<file path="config.mk">
export PLATFORM = sky130hd
export DESIGN_NAME = gray_sum_accumulator
export DESIGN_NICKNAME = d
export VERILOG_FILES = /design/src/rtl/gray_sum_accumulator.sv
export SDC_FILE = /design/constraint.sdc
export NUM_CORES = 1
export LEC_CHECK = 0
export ABC_AREA = 1
export BUFFER_PORTS_ARGS = -buffer_cell sky130_fd_sc_hd__buf_2
export CELL_PAD_IN_SITES_DETAIL_PLACEMENT = 1
export CELL_PAD_IN_SITES_GLOBAL_PLACEMENT = 2
export CORE_ASPECT_RATIO = 1.5
export CORE_MARGIN = 2
export CORE_UTILIZATION = 30
export CTS_BUF_LIST = sky130_fd_sc_hd__clkbuf_4
export CTS_CLUSTER_SIZE = 30
export DETAILED_ROUTE_END_ITERATION = 12
export PLACE_DENSITY_LB_ADDON = 0.1
export SETUP_SLACK_MARGIN = 0.3
export SYNTH_ARGS = -nofsm -noshare
export SYNTH_HDL_FRONTEND = slang
export SYNTH_SLANG_ARGS = --single-unit
</file>
<file path="constraint.sdc">
create_clock -name clk -period 2.3 [get_ports clk]
set_input_delay 0.23 -clock clk [delete_from_list [all_inputs] [get_ports clk]]
set_output_delay 0.23 -clock clk [all_outputs]
set_load 0.005 [all_outputs]
</file>
<file path="src/rtl/gray_sum_accumulator.sv">
// gray_sum_accumulator: takes gray-coded sums (plus carry-out) from the gray-code adder.
// Each accepted sample is decoded to binary and added into a running accumulator.
// The total is presented in gray code through a one-entry registered output stage.
//
// Ports
//   clk, rst_n          clock, asynchronous active-low reset
//   in_valid/in_ready   upstream handshake; in_ready = !out_valid | out_ready
//   in_sum, in_co       gray sum and binary carry-out (weight 2^WIDTH), sampled on accept
//   clear               synchronous clear of accumulator, overflow flag and counter
//   out_valid/out_ready downstream handshake
//   out_acc             running total, gray-coded
//   out_ovf             sticky wrap flag
//   out_cnt             saturating count of accepted samples
module gray_sum_accumulator #(
   parameter int unsigned WIDTH     = 4,
   parameter int unsigned ACC_WIDTH = 8,
   parameter int unsigned CNT_WIDTH = 8
) (
   input  logic                 clk,
   input  logic                 rst_n,
   input  logic                 in_valid,
   output logic                 in_ready,
   input  logic [WIDTH-1:0]     in_sum,
   input  logic                 in_co,
   input  logic                 clear,
   output logic                 out_valid,
   input  logic                 out_ready,
   output logic [ACC_WIDTH-1:0] out_acc,
   output logic                 out_ovf,
   output logic [CNT_WIDTH-1:0] out_cnt
);

   localparam int unsigned ADD_WIDTH = WIDTH + 1;
   localparam int unsigned SUM_WIDTH = ACC_WIDTH + 1;

   typedef enum logic {
      EMPTY = 1'b0,
      FULL  = 1'b1
   } state_t;

   state_t                 state;
   logic [ACC_WIDTH-1:0]   acc;
   logic [WIDTH-1:0]       bin_sum;
   logic [ACC_WIDTH-1:0]   addend;
   logic [SUM_WIDTH-1:0]   sum_ext;
   logic [ACC_WIDTH-1:0]   next_acc;
   logic                   accept;

   // Gray to binary: each binary bit is the XOR of all gray bits at or above it.
   always_comb begin
      bin_sum = '0;
      for (int i = 0; i < int'(WIDTH); i++) begin
         bin_sum[i] = ^(in_sum >> i);
      end
   end

   // Addend, widened add and handshake decode.
   always_comb begin
      addend   = ACC_WIDTH'({in_co, bin_sum});
      sum_ext  = SUM_WIDTH'(acc) + SUM_WIDTH'(addend);
      next_acc = sum_ext[ACC_WIDTH-1:0];
      in_ready = (state == EMPTY) || out_ready;
      accept   = in_valid && in_ready;
   end

   assign out_valid = (state == FULL);

   // Output stage, accumulator and statistics; clear outranks accumulation.
   always_ff @(posedge clk or negedge rst_n) begin
      if (!rst_n) begin
         state   <= EMPTY;
         acc     <= '0;
         out_acc <= '0;
         out_ovf <= 1'b0;
         out_cnt <= '0;
      end else if (clear) begin
         out_ovf <= 1'b0;
         if (accept) begin
            state   <= FULL;
            acc     <= addend;
            out_acc <= addend ^ (addend >> 1);
            out_cnt <= CNT_WIDTH'(1);
         end else begin
            state   <= EMPTY;
            acc     <= '0;
            out_acc <= '0;
            out_cnt <= '0;
         end
      end else if (accept) begin
         state   <= FULL;
         acc     <= next_acc;
         out_acc <= next_acc ^ (next_acc >> 1);
         out_ovf <= out_ovf | sum_ext[ACC_WIDTH];
         if (out_cnt != '1) begin
            out_cnt <= out_cnt + CNT_WIDTH'(1);
         end
      end else if (out_ready) begin
         // Release without a new sample empties the stage (no-op when already empty).
         state <= EMPTY;
      end
   end

endmodule

</file>
After elaboration in Yosys (flattened, before gate mapping). Cells that the tools add are included.

Word-level logic and storage cells: 38. Register bits after elaboration: 26.

Bitwise logic cells: 4. Multiplexer cells: 16. Reduce and logical (&&, ||, !) cells: 10. Add/subtract/negate cells: 2. Equal/unequal tests: 1.

Operator list (number): 8-bit 2-to-1 mux (8); 4-bit XOR reduction (4); 8-bit by 5-bit adder with 9-bit output (1); 8-bit by 1-bit adder with 8-bit output (second input constant) (1); 8-bit inequality test (second input constant) (1); 8-bit by 7-bit bitwise XOR with 8-bit output (1); 1-bit 2-to-1 mux (7); 5-bit 2-to-1 mux (1); 5-bit by 4-bit bitwise XOR with 5-bit output (1); 2-bit nonzero test (2); 3-bit nonzero test (1); 2-bit AND reduction (1); 1-bit logical AND (1); 1-bit logical OR (1); 1-bit NOT (1); 1-bit bitwise OR (1).

Longest topological paths before layout. Gate-level depths: netlist of run 1.

Depth after elaboration: 5. Depth in mapped cells: 18. Mapped depth without buffers: 18.

Least setup slack after synthesis of run 1. OpenSTA, ideal clock, no wires.

Kind: input -> register. Start point: in in_sum[2]. End point: reg out_acc[2]. Stages on the path: 12. Library setup time: 70 ps. Buffers on the path: 0. Arrival time: 2050 ps. Setup slack: 180 ps. Required time: 2230 ps. Cell sequence: xor2_2 xnor2_1 nand2_1 nand2_1 inv_1 ha_1 inv_1 fa_1 xor2_1 or2_1 or2_1 nand4_1.

Cells in the longest elaborated chain, start to end: 5. Elaborated cells on any way between the ends: 9.

RTL lines: from (decl) (line 23) `input logic [WIDTH-1:0] in_sum,`; 4-bit XOR reduction (line 53) `bin_sum[i] = ^(in_sum >> i);`; 8-bit by 5-bit adder with 9-bit output (line 60) `sum_ext = SUM_WIDTH'(acc) + SUM_WIDTH'(addend);`; 8-bit by 7-bit bitwise XOR with 8-bit output (line 92) `out_acc <= next_acc ^ (next_acc >> 1);`; 8-bit 2-to-1 mux (line 89) `end else if (accept) begin`; 8-bit 2-to-1 mux * (line 76) `end else if (clear) begin`; to (signal assigned) (line 81) `out_acc <= addend ^ (addend >> 1);`; to (signal assigned) (line 92); to (decl) (line 28) `output logic [ACC_WIDTH-1:0] out_acc,`.

Every way passes the cells marked *; elsewhere a longest branch is shown, timed or not. The select of a mux whose other input is x is not followed. A chain may end at the register's enable or synchronous reset.

Worst setup path after layout of run 1.
Start point: in in_sum[3]. End point: reg out_acc[2].

The elaborated chain is that of the path after synthesis.

==> key figures, run 1 <==
Power
  – Clk pwr share: 17.6%
  – Peak supply drop: 0.211 mV
  – Total power: 1.26 mW
  – Power per cell area: 622 nW/um^2
  – Internal: 0.775 mW
  – Seq pwr share: 42.7%
  – Leak Pwr: 1.07 nW
  – P_sw: 0.486 mW
  – Comb power frac: 39.7%
  – Sw frac: 38.5%

Timing
  – Post-layout min period: 1.87 ns
  – Rel. slew slack: 56.4%
  – Worst hold margin: 0.104 ns
  – Layout Skew: 0.0121 ns
  – Fmax: 534 MHz
  – Final cycle utilization of the critical path: 81.4%
  – RSZ-0062 raised after global routing: yes
  – Slew Limit Fails: 0
  – Slew @ Worst Pin: 0.654 ns
  – Worst setup margin: 0.428 ns
  – Final setup viols: 0
  – Final hold violation count: 0

Setup path
  – Cells along the critical path: buf_8 > xor2_4 > xor2_2 > nand2_2 > nand2_1 > inv_1 > ha_2 > inv_2 > fa_2 > xor2_1 > or2_1 > or2_1 > nand4_1
  – Critical Path RT: 2.59 ns
  – Crit-path most repeated cell: or2_1
  – CP max FO: 3
  – Delay of the slowest critical-path stage: 0.37 ns
  – Critical Path Sink Type: flip-flop
  – Crit path kind: in2reg
  – Worst path top cell family by delay: simple AND/OR/NAND/NOR gates
  – CP Buf/Inv Count: 3
  – Worst Path Arrival: 2.16 ns
  – Startpoint Class: primary input
  – Critical-path top delay cell: fa_2

Logic synthesis
  – Simple-gate share of the synthesized area: 33.4%
  – Syn. warnings: 0
  – Synth cell types: 30
  – Compound-Gate Fraction of Synth Area: 8.72%
  – Syn Area/Cell: 7.34 um^2
  – Synth Instances: 227
  – Post-synthesis sequential area ratio: 37.6%
  – Post-synthesis mux area share: 0%
  – Xor and xnor area share after synthesis: 5.11%
  – Main combinational cell family by area after synthesis: simple AND/OR/NAND/NOR gates
  – Syn Nets: 244
  – Synth Area in Adders: 5.71%
  – Cell Area, Synth: 1670 um^2
  – Synth Register Bits: 25

Layout
  – Antenna Cells: 0
  – Layout Area Growth over Synthesis: 21.8%
  – Fin area: 2030 um^2
  – Final nets: 284
  – Fill count: 728
  – Most common cell after layout, fill and taps aside: nand2_1
  – Fin util: 37.5%
  – Commonest cells after routing, fill and taps aside: 70 x nand2_1, 27 x inv_1, 26 x buf_2
  – Share of cells above drive strength 1: 25.6%

CTS
  – H-tree depth: 1
  – TritonCTS Buffers: 3
  – Clk_lat worst skew: 0.34 ns
  – Worst-path clk slew: 0.16 ns
  – CTS sink count: 25
  – Maximum root-to-sink buffer count: 2
  – CTS tree: yes
  – Root buf cell: clkbuf_4

Detailed routing
  – Drt pass-1 iters: 4
  – Final wirelength: 4860 um
  – Drt wl/cell: 14.5 um
  – Final ANT Viol Nets: 0
  – DRT iter0 DRCs: 43
  – Drc violations: 0
  – Vias post-DR: 1622
  – Vias per cell: 4.83

Die
  – Die height: 95.3 um
  – IO Pins: 29
  – Die width: 64.8 um
  – Core area: 5410 um^2
  – Starting Density: 30.8%
  – Full die area: 6180 um^2
  – Num rows: 33

Global routing
  – Antenna violations before repair: 0
  – Total track usage: 16.9%
  – Vias in the first global route: 1717
  – Largest net degree at the start of global routing: 26
  – Total congestion overflow: 0
  – First-pass GRT wire length: 8000 um

Place
  – Post-DP Area: 1920 um^2
  – Final GP Congestion: 0.747
  – Port Buf Inserts: 28
  – Pre-CTS setup slack: -0.0134 ns
  – DP HPWL: 3720 um

Outcome
  – Status: finished clean

Min path
  – Worst min path class: in2reg

Flow run
  – Maxcap violations: 0
sequential cells by signal (all words and copies together) (netlist names):
| signal | count |
|---|---|
| out_ovf | 1 |
| out_cnt | 8 |
| acc | 7 |
| out_valid | 1 |
| out_acc | 8 |
power groups by stage:
| stage | clock [mW] | combinational [mW] | sequential (mW) |
|---|---|---|---|
| 2_1_floorplan | 0 | 0.303 | 0.543 |
| 3_3_place_gp | 0 | 0.480 | 0.547 |
| 3_5_place_dp | 0 | 0.476 | 0.548 |
| 4_1_cts | 0.231 | 0.481 | 0.540 |
| 5_1_grt | 0.247 | 0.570 | 0.547 |
| 6_report | 0.222 | 0.501 | 0.538 |
logic make-up after synthesis:
group	count (synthesis)
flops	25
fa+ha+maj	7
xor+xnor	8
buf+inv	39
compound gates	22
simple gates	126
through the flow:
stage / instances / setup TNS (ns)
floorplan: 227 / 0
global placement: 326 / 0
detailed placement: 326 / -0.0134
CTS: 331 / 0
global route: 336 / 0
finish: 336 / 0
metal layers:
metal	global-route usage, %	routed length (um)
met1	18.7	1930
met2	33.5	2810
met3	1.77	71
met4	4.43	53
met5	0	0
Yosys cell counts, drive strengths merged:
master | number | area share [%]
nor3 | 2 | 0.60
nand4 | 6 | 2.3
a21oi | 1 | 0.30
nor2 | 9 | 2.0
a22oi | 1 | 0.45
or2 | 2 | 0.75
xor2 | 6 | 4.1
o31ai | 1 | 0.45
nand2 | 77 | 18
ha | 6 | 4.5
buf | 3 | 1.4
o211ai | 2 | 0.90
o221ai | 2 | 1.1
a21o | 1 | 0.45
dfrtp | 25 | 38
a31o | 1 | 0.53
o21ai | 13 | 4.6
nand3 | 29 | 9.3
nand3b | 1 | 0.45
inv | 36 | 8.1
xnor2 | 2 | 1.1
fa | 1 | 1.2
final timing paths:
path                            startpoint         end  slack [ns]  depth (start not counted)
worst min register to register  out_acc[0]  out_acc[0]        0.52                          2
max in group asynchronous            rst_n  out_acc[2]        1.44                          2
worst max-delay path             in_sum[3]  out_acc[2]        0.43                         13
worst max register to register  out_cnt[0]  out_cnt[6]        0.51                          8
worst min-delay path                 clear     out_ovf        0.10                          2
min in group asynchronous            rst_n  out_cnt[3]        0.43                          2
what timing repair did:
action                                  in CTS  in global routing
hold endpoints to repair                    25                  0
endpoints found under the setup margin       0                  7
hold buffers                                 1                  0
resized for setup                            0                 13
buffers inserted                             0                  5
final cells by class:
class	instances	area, um^2	share of cell area [%]
clock inverter	1	5.00	0.247
tap	70	87.6	4.32
clock buffer	3	22.5	1.11
sequential	25	626	30.8
inverter	36	135	6.66
timing repair buffer	38	230	11.4
multi-input combinational	163	922	45.5
No activity file was read; power rests on OpenSTA's default activity.
==> run 2, diff against run 1 <==
ABC_AREA = 0   (was 1)
clock period = 1.6 ns   (was 2.3 ns; I/O delays follow)
==> run 2 against run 1 <==
  * The run now ends with negative setup slack left
  * Worst setup slack got worse by 1.1 ns
  * Wire length increased by 15%
  * Critical path depth decreased by 1
  * Via count decreased by 1.0%
  * Register-to-register slack got worse by 1.0 ns
  * Sequential share of layout area decreased by 7.0 points
  * Largest cell class unchanged
  * Sequential power increased by 44%
  * Combinational power increased to 3.0 times the previous value
  * Final area increased by 29%
  * Cell count decreased by 4.5%
==> key figures, run 2 <==
Outcome
  – Status: finished with violations (was finished clean)
  – Violations in the final reports: negative setup slack

CTS
  – Root buf cell: clkbuf_4 (unchanged)
  – CTS sink count: 25 (unchanged)
  – Worst-path clk slew: 0.15 ns (was 0.16 ns)
  – H-tree depth: 1 (unchanged)
  – TritonCTS Buffers: 3 (unchanged)
  – Maximum root-to-sink buffer count: 2 (unchanged)
  – Clk_lat worst skew: 0.33 ns (was 0.34 ns)
  – CTS tree: yes (unchanged)

Logic synthesis
  – Synth Instances: 172 (was 227)
  – Syn. warnings: 0 (unchanged)
  – Post-synth EDFFs: 0 (unchanged)
  – Syn Area/Cell: 9.31 um^2 (was 7.34 um^2)
  – Yosys top cell area share: 39.1% (was 37.6%)
  – Cell taking the most area after synthesis: dfrtp_1 (unchanged)
  – Most frequent cell after synthesis: dfrtp_1 (was nand2_1)
  – Synth Register Bits: 25 (unchanged)
  – Commonest cells in the synthesized netlist: 25 x dfrtp_1, 19 x nor2_1, 13 x nand3_1, 11 x o21ai_0, 11 x xnor2_1 (was 73 x nand2_1, 29 x inv_1, 27 x nand3_1, 25 x dfrtp_1, 9 x nor2_1)
  – Top cells by area, synth: dfrtp_1 39%, xnor2_1 6.0%, ha_1 4.7% (was dfrtp_1 38%, nand2_1 16%, nand3_1 8.1%)
  – Synth Flop Type: dfrtp_1 (unchanged)
  – Syn Nets: 189 (was 244)
  – Async S/R FF share, synth: 100% (unchanged)
  – Cell Area, Synth: 1600 um^2 (was 1670 um^2)
  – Post-synthesis sequential area ratio: 39.1% (was 37.6%)
  – Synth cell types: 43 (was 30)

Die
  – IO Pins: 29 (unchanged)
  – Starting Density: 31.0% (was 30.8%)
  – Core area: 5160 um^2 (was 5410 um^2)
  – Die width: 63.7 um (was 64.8 um)
  – Die height: 93.5 um (was 95.3 um)
  – Full die area: 5950 um^2 (was 6180 um^2)
  – Num rows: 32 (was 33)

Timing
  – Post-layout min period: 2.26 ns
  – Slew Limit Fails: 0 (unchanged)
  – RSZ-0062 raised after global routing: yes (unchanged)
  – Slew @ Worst Pin: 0.624 ns (was 0.654 ns)
  – Fmax: 442 MHz
  – Final setup viols: 15 (was 0)
  – Worst setup margin: -0.661 ns (was 0.428 ns)
  – Final setup TNS: -7.01 ns (was 0 ns)
  – Layout Skew: 0.00366 ns (was 0.0121 ns)
  – Final cycle utilization of the critical path: 141%
  – Final hold violation count: 0 (unchanged)
  – Rel. slew slack: 58.4% (was 56.4%)

Setup path
  – Critical Path Sink Type: flip-flop (unchanged)
  – Critical-path top delay cell: or4_4 (was fa_2)
  – Crit path kind: in2reg (unchanged)
  – R2R Path End: out_acc[4] (was out_cnt[6])
  – Reg2reg start: acc[1] (was out_cnt[0])
  – Startpoint Class: primary input (unchanged)
  – Crit-path most repeated cell: xnor2_2 (was or2_1)
  – R2R setup slack: -0.52 ns (was 0.51 ns)
  – CP max FO: 2 (was 3)
  – R2R depth: 7 (was 8)
  – Delay of the slowest critical-path stage: 0.42 ns (was 0.37 ns)
  – Worst path top cell family by delay: XOR/XNOR gates (was simple AND/OR/NAND/NOR gates)
  – Critical Path RT: 1.87 ns (was 2.59 ns)
  – CP Buf/Inv Count: 2 (was 3)
  – Worst Path Arrival: 2.53 ns (was 2.16 ns)
  – Cells along the critical path: buf_8 > xor2_4 > xnor2_2 > xnor2_2 > ha_2 > inv_2 > fa_2 > nand2b_4 > a21oi_4 > xor3_1 > or4_4 > nand3_2 (was buf_8 > xor2_4 > xor2_2 > nand2_2 > nand2_1 > inv_1 > ha_2 > inv_2 > fa_2 > xor2_1 > or2_1 > or2_1 > nand4_1)

Layout
  – Register area: 626 um^2 (unchanged)
  – Fill count: 564 (was 728)
  – Commonest cells after routing, fill and taps aside: 41 x buf_4, 25 x dfrtp_1, 24 x buf_2 (was 70 x nand2_1, 27 x inv_1, 26 x buf_2)
  – Antenna Cells: 0 (unchanged)
  – Final nets: 271 (was 284)
  – Biggest regs: out_acc x8, out_cnt x8, acc x7 (unchanged)
  – Most common cell after layout, fill and taps aside: buf_4 (was nand2_1)
  – Area of the multi-input gates: 1170 um^2 (was 922 um^2)
  – Fin util: 50.8% (was 37.5%)
  – Layout Area Growth over Synthesis: 63.9% (was 21.8%)
  – Share of cells above drive strength 1: 52.6% (was 25.6%)

Detailed routing
  – Drt wl/cell: 17.4 um (was 14.5 um)
  – Final ANT Viol Nets: 0 (unchanged)
  – DRT iter0 DRCs: 30 (was 43)
  – Vias post-DR: 1605 (was 1622)
  – Drc violations: 0 (unchanged)
  – Final wirelength: 5590 um (was 4860 um)
  – Vias per cell: 5.00 (was 4.83)
  – Drt pass-1 iters: 4 (unchanged)

Global routing
  – Largest net degree at the start of global routing: 26 (unchanged)
  – Total congestion overflow: 0 (unchanged)
  – Most Crowded Layer GR: met2 (unchanged)
  – Met1 usage: 20.7% (was 18.7%)
  – Antenna violations before repair: 0 (unchanged)
  – Vias in the first global route: 1813 (was 1717)
  – M2 GR Usage: 38.1% (was 33.5%)
  – Met3 GRT Util: 1.32% (was 1.77%)
  – Total track usage: 19.0% (was 16.9%)
  – First-pass GRT wire length: 8800 um (was 8000 um)

Power
  – Total power: 2.60 mW (was 1.26 mW)
  – Power per cell area: 989 nW/um^2 (was 622 nW/um^2)
  – Peak supply drop: 0.452 mV (was 0.211 mV)
  – Leak Pwr: 1.24 nW (was 1.07 nW)

Place
  – DP HPWL: 3500 um (was 3720 um)
  – Final GP Congestion: 0.757 (was 0.747)
  – Port Buf Inserts: 28 (unchanged)

Min path
  – Hold Path End: out_acc[1] (was out_ovf)
  – Hold Path Depth: 3 (was 2)
  – Worst min path class: in2reg (unchanged)
  – Hold Crit Start: in_sum[1] (was clear)

Flow run
  – Maxcap violations: 0 (unchanged)
[run 2: cell types whose count changed after synthesis, sizes merged, moves of 3 or more]
cell / change
nor3: +3
inv: -28
nand3: -16
clkbuf: +5
xor2: +3
xnor2: +9
nand2: -68
a21oi: +9
nand4: -4
nor2: +10
mux2i: +4
a31oi: +3
[run 2: cell type report]
cell class,count,area share [%]
Multi-Input combinational cell,130,44.5
Timing Repair Buffer,86,26.1
Sequential cell,25,23.8
Tap cell,68,3.24
Inverter,8,1.24
Clock buffer,4,1.14
[run 2: through the flow]
step	cells	area [um^2]	setup slack, ns	hold WS (ns)
5_1_grt	321	2630	-0.756	0.106
4_1_cts	306	2410	-0.579	0.0971
2_1_floorplan	172	1680	-0.849	-0.136
3_3_place_gp	287	2060	-0.974	0.206
3_5_place_dp	287	2060	-1.07	0.213
6_report	321	2630	-0.661	0.106
[run 2: worst max-delay path by stage]
stage,startpoint,endpoint,slack (ns),depth (start not counted)
3_5_place_dp,in_sum[2],out_acc[3],-1.07,13
5_1_grt,in_sum[2],out_acc[4],-0.76,12
3_3_place_gp,in_sum[2],out_acc[3],-0.97,13
4_1_cts,in_sum[2],out_acc[4],-0.58,12
2_1_floorplan,in_sum[2],out_acc[4],-0.85,11
6_report,in_sum[2],out_acc[4],-0.66,12
[run 2: power by group]
group | internal, mW | switching (mW) | total (mW)
clock network | 0.115 | 0.208 | 0.323
logic | 0.829 | 0.668 | 1.50
registers | 0.713 | 0.0639 | 0.777
total | 1.66 | 0.940 | 2.60
[run 2: cells by family (layout without fill, tap and decap cells)]
kind of cell / count (synthesis) / after routing / synth area share [%]
AOI/OAI and AO/OA: 39 / 40 / 15.5
DFF: 25 / 25 / 39.1
adders and majority gates: 7 / 7 / 5.94
xor gates and xnor gates: 22 / 22 / 14.3
buffers and inverters: 18 / 98 / 5.78
muxes: 4 / 4 / 2.50
and+or+nand+nor: 57 / 57 / 16.9
[run 2: worst reg2reg max path, cell delays in order (launching register included)]
cell and delay [ns]:
dfrtp_1 0.48, inv_1 0.10, fa_2 0.39, nand2b_4 0.17, a21oi_4 0.17, xor3_1 0.26
or4_4 0.42, nand3_2 0.09
[run 2: routing by layer]
layer  share of wire, %  vias up
li1                   -      763
met1                 39      807
met2                 57       25
met3                1.8       10
met4                1.7        0
met5                  0        -
[run 2: timing repair]
action | in CTS | in global routing
buffers inserted | 13 | 14
setup endpoints to repair | 24 | 26
pin swaps | 24 | 17
gates resized for setup | 43 | 23
hold endpoints to repair | 25 | 0
gates cloned | 1 | 1
hold buffers | 1 | 0
==> run 3, diff against run 2 <==
CTS_BUF_LIST = not set   (was sky130_fd_sc_hd__clkbuf_4)
==> run 3 against run 2 <==
  * The flow still finishes with violations (negative setup slack)
  * Wire length fell by 3.3%
  * Clock-buffer cell count stayed put
  * Final area shrank 2.6%
  * Sequential power about the same
  * Critical path depth is the same
  * Die area is the same
  * Worst setup slack got worse by 0.016 ns
  * Combinational power down 5%
  * Maximum frequency fell by 0.69%
  * Power up 0.23%
  * Sequential share of layout area up 0.63 points
  * Via count decreased by 1.5%
==> key figures, run 3 (synthesis gave the netlist of run 2 again) <==
Min path
  – Worst min path class: in2reg (unchanged)

Die
  – IO Pins: 29 (unchanged)
  – Starting Density: 31.0% (unchanged)
  – Die height: 93.5 um (unchanged)
  – Die width: 63.7 um (unchanged)
  – Core area: 5160 um^2 (unchanged)
  – Num rows: 32 (unchanged)
  – Full die area: 5950 um^2 (unchanged)

Setup path
  – Worst Path Arrival: 2.49 ns (was 2.53 ns)
  – Critical Path Sink Type: flip-flop (unchanged)
  – Critical Path RT: 1.81 ns (was 1.87 ns)
  – Startpoint Class: primary input (unchanged)
  – Crit path kind: in2reg (unchanged)
  – CP max FO: 2 (unchanged)

Timing
  – Final hold violation count: 0 (unchanged)
  – Rel. slew slack: 59.1% (was 58.4%)
  – Worst hold margin: 0.166 ns (was 0.106 ns)
  – Final setup viols: 15 (unchanged)
  – Layout Skew: 0.00602 ns (was 0.00366 ns)
  – Slew @ Worst Pin: 0.614 ns (was 0.624 ns)
  – Fmax: 439 MHz (was 442 MHz)
  – Slew Limit Fails: 0 (unchanged)
  – Post-layout min period: 2.28 ns (was 2.26 ns)
  – Final cycle utilization of the critical path: 142% (was 141%)
  – Worst setup margin: -0.676 ns (was -0.661 ns)
  – RSZ-0062 raised after global routing: yes (unchanged)

Power
  – Power per cell area: 1020 nW/um^2 (was 989 nW/um^2)
  – Leak Pwr: 1.22 nW (was 1.24 nW)
  – Peak supply drop: 0.432 mV (was 0.452 mV)

Flow run
  – Maxcap violations: 0 (unchanged)

Detailed routing
  – Final wirelength: 5410 um (was 5590 um)
  – Final ANT Viol Nets: 0 (unchanged)
  – Drc violations: 0 (unchanged)
  – Vias per cell: 4.97 (was 5.00)
  – Drt wl/cell: 17.0 um (was 17.4 um)
  – Vias post-DR: 1581 (was 1605)
  – Drt pass-1 iters: 4 (unchanged)
  – DRT iter0 DRCs: 43 (was 30)

Layout
  – Final nets: 268 (was 271)
  – Fin cells: 318 (was 321)
  – Most common cell after layout, fill and taps aside: buf_4 (unchanged)
  – Register area: 626 um^2 (unchanged)
  – Biggest regs: out_acc x8, out_cnt x8, acc x7 (unchanged)
  – Layout Area Growth over Synthesis: 59.7% (was 63.9%)
  – Antenna Cells: 0 (unchanged)
  – Fill count: 575 (was 564)
  – Share of cells above drive strength 1: 50.0% (was 52.6%)
  – Fin util: 49.5% (was 50.8%)
  – Commonest cells after routing, fill and taps aside: 44 x buf_4, 26 x buf_2, 25 x dfrtp_1 (was 41 x buf_4, 25 x dfrtp_1, 24 x buf_2)
  – Area of the multi-input gates: 1140 um^2 (was 1170 um^2)

Global routing
  – Met3 GRT Util: 1.68% (was 1.32%)
  – Vias in the first global route: 1815 (was 1813)
  – First-pass GRT wire length: 8780 um (was 8800 um)
  – Met1 usage: 21.0% (was 20.7%)
  – Most Crowded Layer GR: met2 (unchanged)
  – Total track usage: 19.0% (about the same)
  – M2 GR Usage: 37.5% (was 38.1%)
  – Antenna violations before repair: 0 (unchanged)
  – Largest net degree at the start of global routing: 26 (unchanged)
  – Total congestion overflow: 0 (unchanged)

CTS
  – TritonCTS Buffers: 3 (unchanged)
  – Maximum root-to-sink buffer count: 2 (unchanged)
  – H-tree depth: 1 (unchanged)
  – Clk_lat worst skew: 0.27 ns (was 0.33 ns)
  – Worst-path clk slew: 0.09 ns (was 0.15 ns)
  – CTS sink count: 25 (unchanged)
  – CTS tree: yes (unchanged)
  – Root buf cell: clkbuf_8 (was clkbuf_4)

Outcome
  – Violations in the final reports: negative setup slack (unchanged)
  – Status: finished with violations (unchanged)

Place
  – Pre-CTS setup slack: -1.07 ns (unchanged)
  – Port Buf Inserts: 28 (unchanged)
  – Inst Count DP: 287 (unchanged)
  – DP HPWL: 3500 um (unchanged)
  – Final GP Congestion: 0.757 (unchanged)
run 3: worst max-delay path, stage by stage:
cell and delay [ns]:
buf_8 0.11, xor2_4 0.18, xnor2_2 0.21, xnor2_2 0.15
ha_2 0.21, inv_2 0.04, fa_2 0.33, nand2b_4 0.16
a21oi_4 0.16, xor3_1 0.24, or4_1 0.42, nand3_1 0.11
run 3: cell type report:
| cell class | instances | share of cell area, % |
|---|---|---|
| multi-input combinational | 130 | 44.7 |
| timing repair buffer | 83 | 24.5 |
| sequential | 25 | 24.5 |
| tap | 68 | 3.33 |
| clock buffer | 4 | 1.76 |
| inverter | 8 | 1.27 |
run 3: report_power, final:
part           total (mW)  internal [mW]  switching, mW
sequential          0.777          0.713         0.0637
combinational        1.43          0.791          0.641
clock               0.394          0.179          0.215
total                2.60           1.68          0.920
run 3: repair_timing:
| item | in CTS | in global routing |
|---|---|---|
| setup buffers | 12 | 12 |
| pin swaps | 26 | 17 |
| endpoints found under the hold margin | 25 | 0 |
| resized for setup | 40 | 11 |
| endpoints found under the setup margin | 24 | 25 |
| hold buffers | 1 | 0 |
| gates cloned | 1 | 1 |
run 3: path summary, 6_finish.rpt:
kind,start,slack (ns),cells after the start,end
max,in_sum[2],-0.68,12,out_acc[4]
min,in_sum[1],0.17,3,out_acc[1]
max reg2reg,acc[0],-0.51,8,out_acc[5]
min reg2reg,out_ovf,0.51,1,out_ovf
max in group asynchronous,rst_n,0.76,2,out_acc[2]
min in group asynchronous,rst_n,0.42,2,out_acc[1]
run 3: per-layer routing:
layer	vias to the layer above	wire, um
li1	756	-
met4	0	132
met2	30	3020
met5	-	0
met1	784	2140
met3	11	113
run 3: per-stage QoR:
step | power (mW) | area, um^2 | TNS [ns]
floorplan | 1.38 | 1680 | -7.37
global placement | 1.76 | 2060 | -11.34
detailed placement | 1.80 | 2060 | -12.19
CTS | 2.50 | 2400 | -6.43
global route | 2.77 | 2560 | -9.00
finish | 2.60 | 2560 | -7.29
